==> src/rtl/countdown_timer.sv <==
// ============================================================================
// countdown_timer
// ----------------------------------------------------------------------------
// Game countdown timer. Counts an M:SS value, held as three BCD digits, down
// from START_MIN:START_SEC by one second per seconds tick. It reports
// run/expire status to the game control FSM.
//
// Optional feature macro: COUNTDOWN_SEG_EN
//   When it is defined, the block also drives registered active-low
//   seven-segment patterns {g,f,e,d,c,b,a} for each digit.
//
// Parameters
//   START_MIN     start minutes digit, 0..9
//   START_SEC     start seconds, 0..59
//
// Ports
//   clk           system clock
//   reset         synchronous, active-high reset
//   tick          one-cycle seconds pulse from the rate divider
//   start         start / resume request
//   pause         pause request
//   clear         reload start value and return to IDLE
//   min_bcd       minutes digit
//   sec_tens      seconds tens digit (0..5)
//   sec_ones      seconds ones digit (0..9)
//   running       high while in RUN
//   expired       high while in EXPIRED
//   expire_pulse  one-cycle strobe on entry to EXPIRED
//   hex2/1/0      segment patterns for min/tens/ones (COUNTDOWN_SEG_EN only)
// ============================================================================
module countdown_timer #(
    parameter int unsigned START_MIN = 1,
    parameter int unsigned START_SEC = 30
) (
    input  logic       clk,
    input  logic       reset,
    input  logic       tick,
    input  logic       start,
    input  logic       pause,
    input  logic       clear,
    output logic [3:0] min_bcd,
    output logic [3:0] sec_tens,
    output logic [3:0] sec_ones,
    output logic       running,
    output logic       expired,
`ifdef COUNTDOWN_SEG_EN
    output logic       expire_pulse,
    output logic [6:0] hex2,
    output logic [6:0] hex1,
    output logic [6:0] hex0
`else
    output logic       expire_pulse
`endif
);

    localparam logic [3:0] START_M    = 4'(START_MIN);
    localparam logic [3:0] START_T    = 4'(START_SEC / 10);
    localparam logic [3:0] START_O    = 4'(START_SEC % 10);
    localparam logic       START_ZERO = (START_MIN == 0) && (START_SEC == 0);

    localparam logic [1:0] S_IDLE    = 2'd0;
    localparam logic [1:0] S_RUN     = 2'd1;
    localparam logic [1:0] S_PAUSE   = 2'd2;
    localparam logic [1:0] S_EXPIRED = 2'd3;

    logic [1:0] r_state;
    logic [3:0] r_min, r_tens, r_ones;
    logic       r_running, r_expired, r_expire_pulse;

    logic [1:0] w_state_nxt;
    logic [3:0] w_min_nxt, w_tens_nxt, w_ones_nxt;
    logic       w_pulse_nxt;
    logic       w_last_second;

    // The value is 0:01, so the next decrement lands on 0:00.
    assign w_last_second = (r_min == 4'd0) && (r_tens == 4'd0) && (r_ones == 4'd1);

    // Next-state and next-digit logic. Priority: clear > pause > start > tick.
    always_comb begin
        // NOTE: every variable gets a default first so no path leaves it unassigned and infers a latch.
        w_state_nxt = r_state;
        w_min_nxt   = r_min;
        w_tens_nxt  = r_tens;
        w_ones_nxt  = r_ones;
        w_pulse_nxt = 1'b0;

        if (clear) begin
            w_state_nxt = S_IDLE;
            w_min_nxt   = START_M;
            w_tens_nxt  = START_T;
            w_ones_nxt  = START_O;
        end else if (pause) begin
            // pause masks start and tick in every state; only RUN reacts.
            if (r_state == S_RUN) begin
                w_state_nxt = S_PAUSE;
            end
        end else begin
            case (r_state)
                S_IDLE: begin
                    if (start) begin
                        if (START_ZERO) begin
                            w_state_nxt = S_EXPIRED;
                            w_pulse_nxt = 1'b1;
                        end else begin
                            w_state_nxt = S_RUN;
                        end
                    end
                end
                S_PAUSE: begin
                    // A resume consumes the cycle; a coincident tick is dropped.
                    if (start) begin
                        w_state_nxt = S_RUN;
                    end
                end
                S_RUN: begin
                    if (tick) begin
                        // BCD borrow chain, ones -> tens -> minutes.
                        if (r_ones != 4'd0) begin
                            w_ones_nxt = r_ones - 4'd1;
                        end else if (r_tens != 4'd0) begin
                            w_ones_nxt = 4'd9;
                            w_tens_nxt = r_tens - 4'd1;
                        end else if (r_min != 4'd0) begin
                            w_ones_nxt = 4'd9;
                            w_tens_nxt = 4'd5;
                            w_min_nxt  = r_min - 4'd1;
                        end
                        if (w_last_second) begin
                            w_state_nxt = S_EXPIRED;
                            w_pulse_nxt = 1'b1;
                        end
                    end
                end
                default: ; // EXPIRED holds at 0:00 until clear or reset
            endcase
        end
    end

    // NOTE: sequential state uses non-blocking assignments so every register samples pre-edge values.
    always_ff @(posedge clk) begin
        if (reset) begin
            r_state        <= S_IDLE;
            r_min          <= START_M;
            r_tens         <= START_T;
            r_ones         <= START_O;
            r_running      <= 1'b0;
            r_expired      <= 1'b0;
            r_expire_pulse <= 1'b0;
        end else begin
            r_state        <= w_state_nxt;
            r_min          <= w_min_nxt;
            r_tens         <= w_tens_nxt;
            r_ones         <= w_ones_nxt;
            r_running      <= (w_state_nxt == S_RUN);
            r_expired      <= (w_state_nxt == S_EXPIRED);
            r_expire_pulse <= w_pulse_nxt;
        end
    end

    assign min_bcd      = r_min;
    assign sec_tens     = r_tens;
    assign sec_ones     = r_ones;
    assign running      = r_running;
    assign expired      = r_expired;
    assign expire_pulse = r_expire_pulse;

`ifdef COUNTDOWN_SEG_EN
    // Active-low {g,f,e,d,c,b,a}; codes above 9 blank the digit.
    function automatic logic [6:0] seg7(input logic [3:0] digit);
        case (digit)
            4'd0:    seg7 = 7'h40;
            4'd1:    seg7 = 7'h79;
            4'd2:    seg7 = 7'h24;
            4'd3:    seg7 = 7'h30;
            4'd4:    seg7 = 7'h19;
            4'd5:    seg7 = 7'h12;
            4'd6:    seg7 = 7'h02;
            4'd7:    seg7 = 7'h78;
            4'd8:    seg7 = 7'h00;
            4'd9:    seg7 = 7'h10;
            default: seg7 = 7'h7F;
        endcase
    endfunction

    logic [6:0] r_hex2, r_hex1, r_hex0;

    // Decoded from the next digits so segments update on the same edge as the BCD.
    always_ff @(posedge clk) begin
        if (reset) begin
            r_hex2 <= seg7(START_M);
            r_hex1 <= seg7(START_T);
            r_hex0 <= seg7(START_O);
        end else begin
            r_hex2 <= seg7(w_min_nxt);
            r_hex1 <= seg7(w_tens_nxt);
            r_hex0 <= seg7(w_ones_nxt);
        end
    end

    assign hex2 = r_hex2;
    assign hex1 = r_hex1;
    assign hex0 = r_hex0;
`endif

endmodule

==> config.mk <==
export PLATFORM = sky130hd
export DESIGN_NAME = countdown_timer
export DESIGN_NICKNAME = d
export VERILOG_FILES = /design/src/rtl/countdown_timer.sv
export SDC_FILE = /design/constraint.sdc
export NUM_CORES = 1
export LEC_CHECK = 0
export BUFFER_PORTS_ARGS = -buffer_cell sky130_fd_sc_hd__buf_2
export CAP_MARGIN = 20
export CORE_UTILIZATION = 53
export DETAILED_ROUTE_END_ITERATION = 8
export HOLD_SLACK_MARGIN = 0.12
export PLACE_DENSITY = 0.79
export SETUP_SLACK_MARGIN = 0.3
export SKIP_LAST_GASP = 1
export SLEW_MARGIN = 20
export SYNTH_ARGS = -nofsm -noshare
export SYNTH_HDL_FRONTEND = slang
export SYNTH_SLANG_ARGS = --single-unit
==> constraint.sdc <==
create_clock -name clk -period 4 [get_ports clk]
set_input_delay 0.8 -clock clk [delete_from_list [all_inputs] [get_ports clk]]
set_output_delay 0.8 -clock clk [all_outputs]
set_load 0.03 [all_outputs]
* Word-level counts from Yosys, hierarchy flattened
Cells that the tools add are included. Widths: inputs -> output; s select.
Storage, ports and cells: flip-flop bits (word level) 17, bits of input ports 6, output and inout port bits 15, word-level logic and storage cells 49
Cells by class: add/subtract/negate cells 3, eq/ne operators 5, mux-type cells 13, bitwise gates (word level) 5, reduce and logical (&&, ||, !) cells 16
Operators with widths (number):
- $mux 4 | 5
- $mux 2 | 6
- $reduce_bool 4->1 | 3
- $sub 4x1->4 const B | 3
- $logic_not 4->1 | 2
- $reduce_and 6->1 | 1
- $not 1->1 | 5
- $reduce_and 5->1 | 1
- $reduce_or 5->1 | 1
- $eq 2x1->1 const B | 2
- $eq 2x2->1 const B | 2
- $eq 4x1->1 const B | 1
- $pmux 2 s2 | 1
- $reduce_and 4->1 | 1
- $reduce_or 2->1 | 2
- $reduce_bool 3->1 | 1
- $logic_and 1x1->1 | 2
- $logic_not 2->1 | 1
- $reduce_bool 2->1 | 1
- $mux 1 | 1

* Longest topological paths before layout
Gate-level depths: netlist of run 1.
word-level depth 9, depth in mapped cells 6, depth with buffers taken out 6

* Worst setup path after synthesis of run 1
Ideal clock, no wire load.
kind input -> register, start input port pause, end register r_ones[2] (netlist: sec_ones[2]), setup time 70 ps, arrival 1962 ps, data required time 3930 ps, path slack 1968 ps, cell stages on the path 5, path buffers 1, path through nand4bb_1 buf_4 or2_4 or4b_1 a21oi_1
Between the ends: longest elaborated chain between the ends 2
Ends and longest elaborated chain:
- start, declared | RTL line 39 | input logic pause,
- $not 1->1 (no source line)
- $reduce_and 4->1 (no source line)
- end signal, assigned | RTL line 153 | r_ones <= w_ones_nxt;
- end, declared | RTL line 67 | logic [3:0] r_min, r_tens, r_ones;
Every way passes these cells. A chain may end at the register's enable or synchronous reset.

* Worst setup path in the final report of run 1
Same ends and word-level chain as after synthesis.

==> results of run 1 <==
cells in the mapped netlist (2+ instances only):
cell type,n
nand4_1,2
a21oi_1,11
nor2_1,7
dfxtp_1,17
inv_1,6
nor4_1,2
o21ai_0,3
nor3_1,6
nand2_1,8
nand2b_1,2
nand3b_1,2
a31o_2,3
power breakdown:
| part | switching [mW] | leakage, nW | internal [mW] | total, mW |
|---|---|---|---|---|
| clock | 0.0524 | 0.0177 | 0.0370 | 0.0895 |
| sequential | 0.00110 | 0.137 | 0.170 | 0.171 |
| combinational | 0.00817 | 0.222 | 0.00570 | 0.0139 |
| total | 0.0617 | 0.377 | 0.213 | 0.275 |
worst paths after layout:
kind | to | cells after the start
hold / removal | sec_tens[3] | 2
setup / recovery | sec_ones[2] | 5
hold reg to reg | sec_tens[3] | 2
setup reg to reg | r_state[1] | 6
area by class of cell:
class                           count  area, µm²
Clock buffer                        3       22.5
Clock inverter                      1       5.00
Multi-Input combinational cell     65        407
Timing Repair Buffer               20        100
Inverter                            6       22.5
Fill cell                         122        418
Sequential cell                    17        340
Tap cell                           15       18.8
flip-flops by register name, summed over array words and instances, names as in the netlist:
register,cells
sec_tens,4
running,1
min_bcd,4
expire_pulse,1
sec_ones,4
r_state,2
expired,1
routing by layer:
metal  part of all wire, %  vias to the layer above
met1                    46                      333
met2                    48                       21
met4                  0.76                        0
li1                      -                      371
met3                   4.9                        2
met5                     0                        -
worst max-delay path: cells and delay by family:
kind	cells	cell delay (ns)
buffers and inverters	1	0.11
AOI/OAI and AO/OA	1	0.13
and+or+nand+nor	3	1.27
logic make-up after synthesis:
logic type	count (synthesis)	synth area share [%]
buffers and inverters	9	4.78
adder cells (fa/ha/maj)	1	1.59
flip-flops	17	43.4
multiplexers	1	1.28
AO/OA/AOI/OAI	22	17.4
AND/OR/NAND/NOR	41	31.6
stage by stage:
step / instance area [µm²] / instances / setup slack [ns]
CTS: 916 / 127 / 1.91
global route: 916 / 127 / 1.78
global placement: 888 / 123 / 1.68
detailed placement: 888 / 123 / 1.62
floorplan: 785 / 91 / 1.97
finish: 916 / 127 / 1.90
==> impl_results.md, run 1 <==
- Status: complete, no violations
- Critical hold path startpoint: sec_tens[3]
- Commonest cells after routing, fill and taps aside: 20 x buf_2, 17 x dfxtp_1, 11 x a21oi_1, 8 x nand2_1, 7 x nor2_1
- CP max stage delay: 0.51 ns
- Unique masters post-synth: 34
- Initial antenna violation count: 0
- Met3 usage: 6.67%
- First-pass GRT wire length: 2280 µm
- Num CTS Buffers: 3
- Setup_tns: 0 ns
- Cell taking the most area after synthesis: dfxtp_1
- Fraction of registers with async set/reset: 0%
- Routability cong.: 0.731
- # DRC: 0
- IO Port Bufs: 20
- Area growth syn-to-layout: 16.7%
- Worst-case clock buffer depth: 2
- Final nets: 120
- Primary FF master, synth: dfxtp_1
- Power Density: 300 mW/mm²
- Via/cell ratio: 5.72
- Worst path required time: 4.22 ns
- Fin crit share: 52.4%
- HP Class: reg -> reg
- DP Wirelength: 1190 µm
- CP startpoint: pause
- GR peak layer: met2
- H-Tree Depth: 1
- Postcts setup bufs: 0
- Max-Cap Viols: 0
- Max VDD drop: 0.161 mV
- Setup repair after global routing missed its margin: no
- Die ar.: 0.00164 mm²
- Register bit total from synthesis: 17
- Endpoints failing hold: 0
- Die width: 40.5 µm
- TritonCTS clock tree: done
- Tightest Pin Transition: 0.633 ns
- EDFF count, synth: 0
- Relative slew slack: 57.6%
- Power Total: 0.275 mW
- DR iter-0 viols: 7
- Setup crit end kind: flop
- Critical-path cell list: buf_2 -> nand4bb_1 -> or2_4 -> or4b_1 -> a21oi_1
- Cell area after synthesis: 785 µm²
- CP max stage cell: or4b_1
- Antenna-violating nets left: 0
- CP Launch Type: primary input
- Layout Utilization: 68.7%
- Total GRT Usage: 21.3%
- Hold slack: 0.504 ns
- Core area: 0.00133 mm²
- 1st-pass router iterations: 5
- Leak: 0.377 nW
- Ys Warns: 0
- Clock Tree Root: clkbuf_4
- Routed len/inst: 12.5 µm
- # rows: 13
- Clock transition at path regs: 0.10 ns
- Hold Buf Count CTS: 0
- Mapped Nets: 98
- Highest Clock Rate: 477 MHz
- Cells after Synth: 91
- Vias in the first global route: 571
- Total grt overflow: 0
- Top post-synthesis cells by area: dfxtp_1 43%, a21oi_1 7.0%, nor3_1 3.8%
- Vias: 727
- Met1 Usage GRT: 26.2%
- Reg2reg start: min_bcd[0]
- Most common cell after layout, fill and taps aside: buf_2
- Clk_skew: 0.000674 ns
- Critical path class: in -> reg
- Fraction of layout cells with a size suffix above 1: 26.8%
- Post-Syn Area per Cell: 8.62 µm²
- Post-CTS sizing: 0
- # setup viols final: 0
- Clock Sinks: 17
- GR Util met2: 34.5%
- Crit path DAT: 2.32 ns
- Ports: 21
- Sequential area share after synthesis: 43.4%
- Pin count of the biggest net entering global routing: 11
- Post-Route WL: 1580 µm
- Max Slew Vio Count: 0
- Clock latency on the worst-skew pair: 0.28 ns
- Antenna cells: 0
- Crit path time final: 2.10 ns
- Initial core utilization: 58.8%
- Max FO, Critical Path: 7
- R2R Setup Slk: 2.09 ns
- Yosys top cell area share: 43.4%
- Chip height: 40.5 µm
Power figures use the tool's default switching activity.
==> run 2, diff against run 1 <==
--- a/config.mk
+++ b/config.mk
@@ -7,10 +7,10 @@
 export LEC_CHECK = 0
 export BUFFER_PORTS_ARGS = -buffer_cell sky130_fd_sc_hd__buf_2
 export CAP_MARGIN = 20
-export CORE_UTILIZATION = 53
+export CORE_UTILIZATION = 49
 export DETAILED_ROUTE_END_ITERATION = 8
 export HOLD_SLACK_MARGIN = 0.12
-export PLACE_DENSITY = 0.79
+export PLACE_DENSITY = 0.74
 export SETUP_SLACK_MARGIN = 0.3
 export SKIP_LAST_GASP = 1
 export SLEW_MARGIN = 20
==> constraint.sdc (replaced) <==
create_clock -name clk -period 2.1 [get_ports clk]
set_input_delay 0.42 -clock clk [delete_from_list [all_inputs] [get_ports clk]]
set_output_delay 0.42 -clock clk [all_outputs]
set_load 0.03 [all_outputs]
==> impl_results.md, run 2 (synthesis results as in run 1) <==
- Status: complete, no violations
- Worst path required time: 2.29 ns (-1.93 ns)
- Crit path DAT: 1.85 ns (-0.47 ns)
- Post-Route WL: 1600 µm (+0.95%)
- Reg power frac: 62.3% (about the same)
- Multi-input logic area: 417 µm² (+2.5%)
- CP max stage delay: 0.47 ns (-0.04 ns)
- Vias: 757 (+4.1%)
- Logic pwr share: 5.2% (+0.2 points)
- IO Port Bufs: 20 (unchanged)
- CP Buf/Inv Count: 0 (-1)
- Power Density: 553 mW/mm² (+84%)
- Commonest cells after routing, fill and taps aside: 20 x buf_2, 17 x dfxtp_1, 11 x a21oi_1, 8 x nand2_1, 7 x nor2_1
- Clk_skew: 0.00427 ns (+0.00360 ns)
- Critical path class: reg -> reg
- Final nets: 123 (+2.5%)
- TritonCTS clock tree: done
- Leak: 0.393 nW (+4.2%)
- # DRC: 0 (unchanged)
- # setup viols final: 0 (unchanged)
- H-Tree Depth: 1 (unchanged)
- Non-filler cells, final: 131 (+3.1%)
- Antenna-violating nets left: 0 (unchanged)
- Vias in the first global route: 658 (+15%)
- Routability cong.: 0.814 (+11%)
- Chip height: 42.0 µm (+3.8%)
- Routed len/inst: 12.2 µm (-2.1%)
- Clock Tree Root: clkbuf_4
- Clock transition at path regs: 0.10 ns (about the same)
- Placed cells: 126 (+2.4%)
- Most common cell after layout, fill and taps aside: buf_2
- CP max stage cell: or3_1
- Hold Buf Count CTS: 0 (unchanged)
- First-pass GRT wire length: 2730 µm (+20%)
- Total grt overflow: 0 (unchanged)
- # rows: 14 (+1)
- Fillers: 136 (+11%)
- DP Wirelength: 1160 µm (-2.3%)
- Worst-case clock buffer depth: 2 (unchanged)
- Hold depth: 4 (+2)
- Max-Cap Viols: 0 (unchanged)
- Fraction of layout cells with a size suffix above 1: 29.6% (+2.8 points)
- Num CTS Buffers: 3 (unchanged)
- Layout Utilization: 63.0% (-5.7 points)
- Setup crit end kind: flop
- Internal power: 0.410 mW (+92%)
- Area growth syn-to-layout: 20.9%
- Max FO, Critical Path: 7 (unchanged)
- Die ar.: 0.00176 mm² (+7.7%)
- Endpoints failing hold: 0 (unchanged)
- Initial antenna violation count: 0 (unchanged)
- Clock latency on the worst-skew pair: 0.28 ns (about the same)
- Psw: 0.115 mW (+86%)
- Pin count of the biggest net entering global routing: 10 (-1)
- Setup repair after global routing missed its margin: no
- Family with the most delay on the worst path: simple AND/OR/NAND/NOR gates
- DR iter-0 viols: 15 (+8)
- Initial core utilization: 52.1% (-6.7 points)
- Switching Share: 21.9% (-0.59 points)
- Via/cell ratio: 5.78 (+0.95%)
- Antenna cells: 0 (unchanged)
- Crit path depth: 4 (-1)
- Highest Clock Rate: 603 MHz
- Fin crit share: 78.9%
- Reg2reg path depth: 4 (-2)
- Placement Cell Area: 905 µm² (+1.8%)
- Finished Cell Area: 948 µm² (+3.6%)
- Critical-path cell list: or3_1 -> nor3_1 -> a21oi_1 -> a31o_2
- Reg area: 340 µm² (unchanged)
- Setup_tns: 0 ns (unchanged)
- Ports: 21 (unchanged)
- Total GRT Usage: 19.4% (-1.9 points)
- Core area: 0.00151 mm² (+13%)
- CP Launch Type: flop
- Max VDD drop: 0.262 mV (+62%)
- Clk pwr share: 32.6% (about the same)
- 1st-pass router iterations: 4 (-1)
- Max Slew Vio Count: 0 (unchanged)
- Crit path time final: 1.66 ns
- Relative slew slack: 55.9% (-1.7 points)
- Tightest Pin Transition: 0.659 ns (+0.0260 ns)
- Die width: 42.0 µm (+3.8%)
- Clock Sinks: 17 (unchanged)
- HP Class: in -> reg
-- run 2: changes by cell type in the layout (fill, tap and decap cells not counted), sizes merged --
cell / delta
clkinv: -1
buf: +3
clkbuf: +1
-- run 2: layer usage --
layer	global-route usage, %	up-vias	wire length [µm]
met4	5.63	0	10
met3	3.02	2	60
li1	-	385	-
met2	33.1	17	772
met1	25.5	353	755
met5	0	-	0
-- run 2: power groups by stage --
stage	combinational [mW]	sequential, mW	clock [mW]
6_report	0.0271	0.326	0.171
3_5_place_dp	0.0264	0.334	0
2_1_floorplan	0.0148	0.335	0
3_3_place_gp	0.0259	0.334	0
4_1_cts	0.0267	0.326	0.174
5_1_grt	0.0301	0.327	0.183
-- run 2: tightest hold or removal path, stage by stage --
cell     delay (ns)
buf_2          0.10
a21oi_1        0.05
o21ai_2        0.07
nor2_1         0.05
-- run 2: final cells by class --
class,count,area share (%)
Timing Repair Buffer,23,12.9
Inverter,6,2.37
Tap cell,16,2.11
Clock buffer,4,2.77
Sequential cell,17,35.9
Multi-Input combinational cell,65,43.9
-- run 2: metrics by stage --
stage | setup WS, ns | total power [mW] | hold slack [ns]
finish | 0.442 | 0.524 | 0.444
global route | 0.247 | 0.540 | 0.472
CTS | 0.363 | 0.527 | 0.455
detailed placement | 0.301 | 0.360 | 0.493
floorplan | 0.378 | 0.350 | 0.528
global placement | 0.359 | 0.360 | 0.479
-- run 2: what timing repair did --
| action | 4_1_cts | 5_1_grt |
|---|---|---|
| setup endpoints to repair | 2 | 5 |
| setup buffers | 0 | 1 |
| resized for setup | 1 | 2 |
-- run 2: path summary, 6_finish.rpt --
kind	startpoint	end	slack [ns]
hold reg to reg	sec_ones[3]	sec_ones[3]	0.51
setup reg to reg	sec_ones[1]	sec_tens[2]	0.44
setup / recovery	sec_ones[1]	sec_tens[2]	0.44
hold / removal	pause	running	0.44
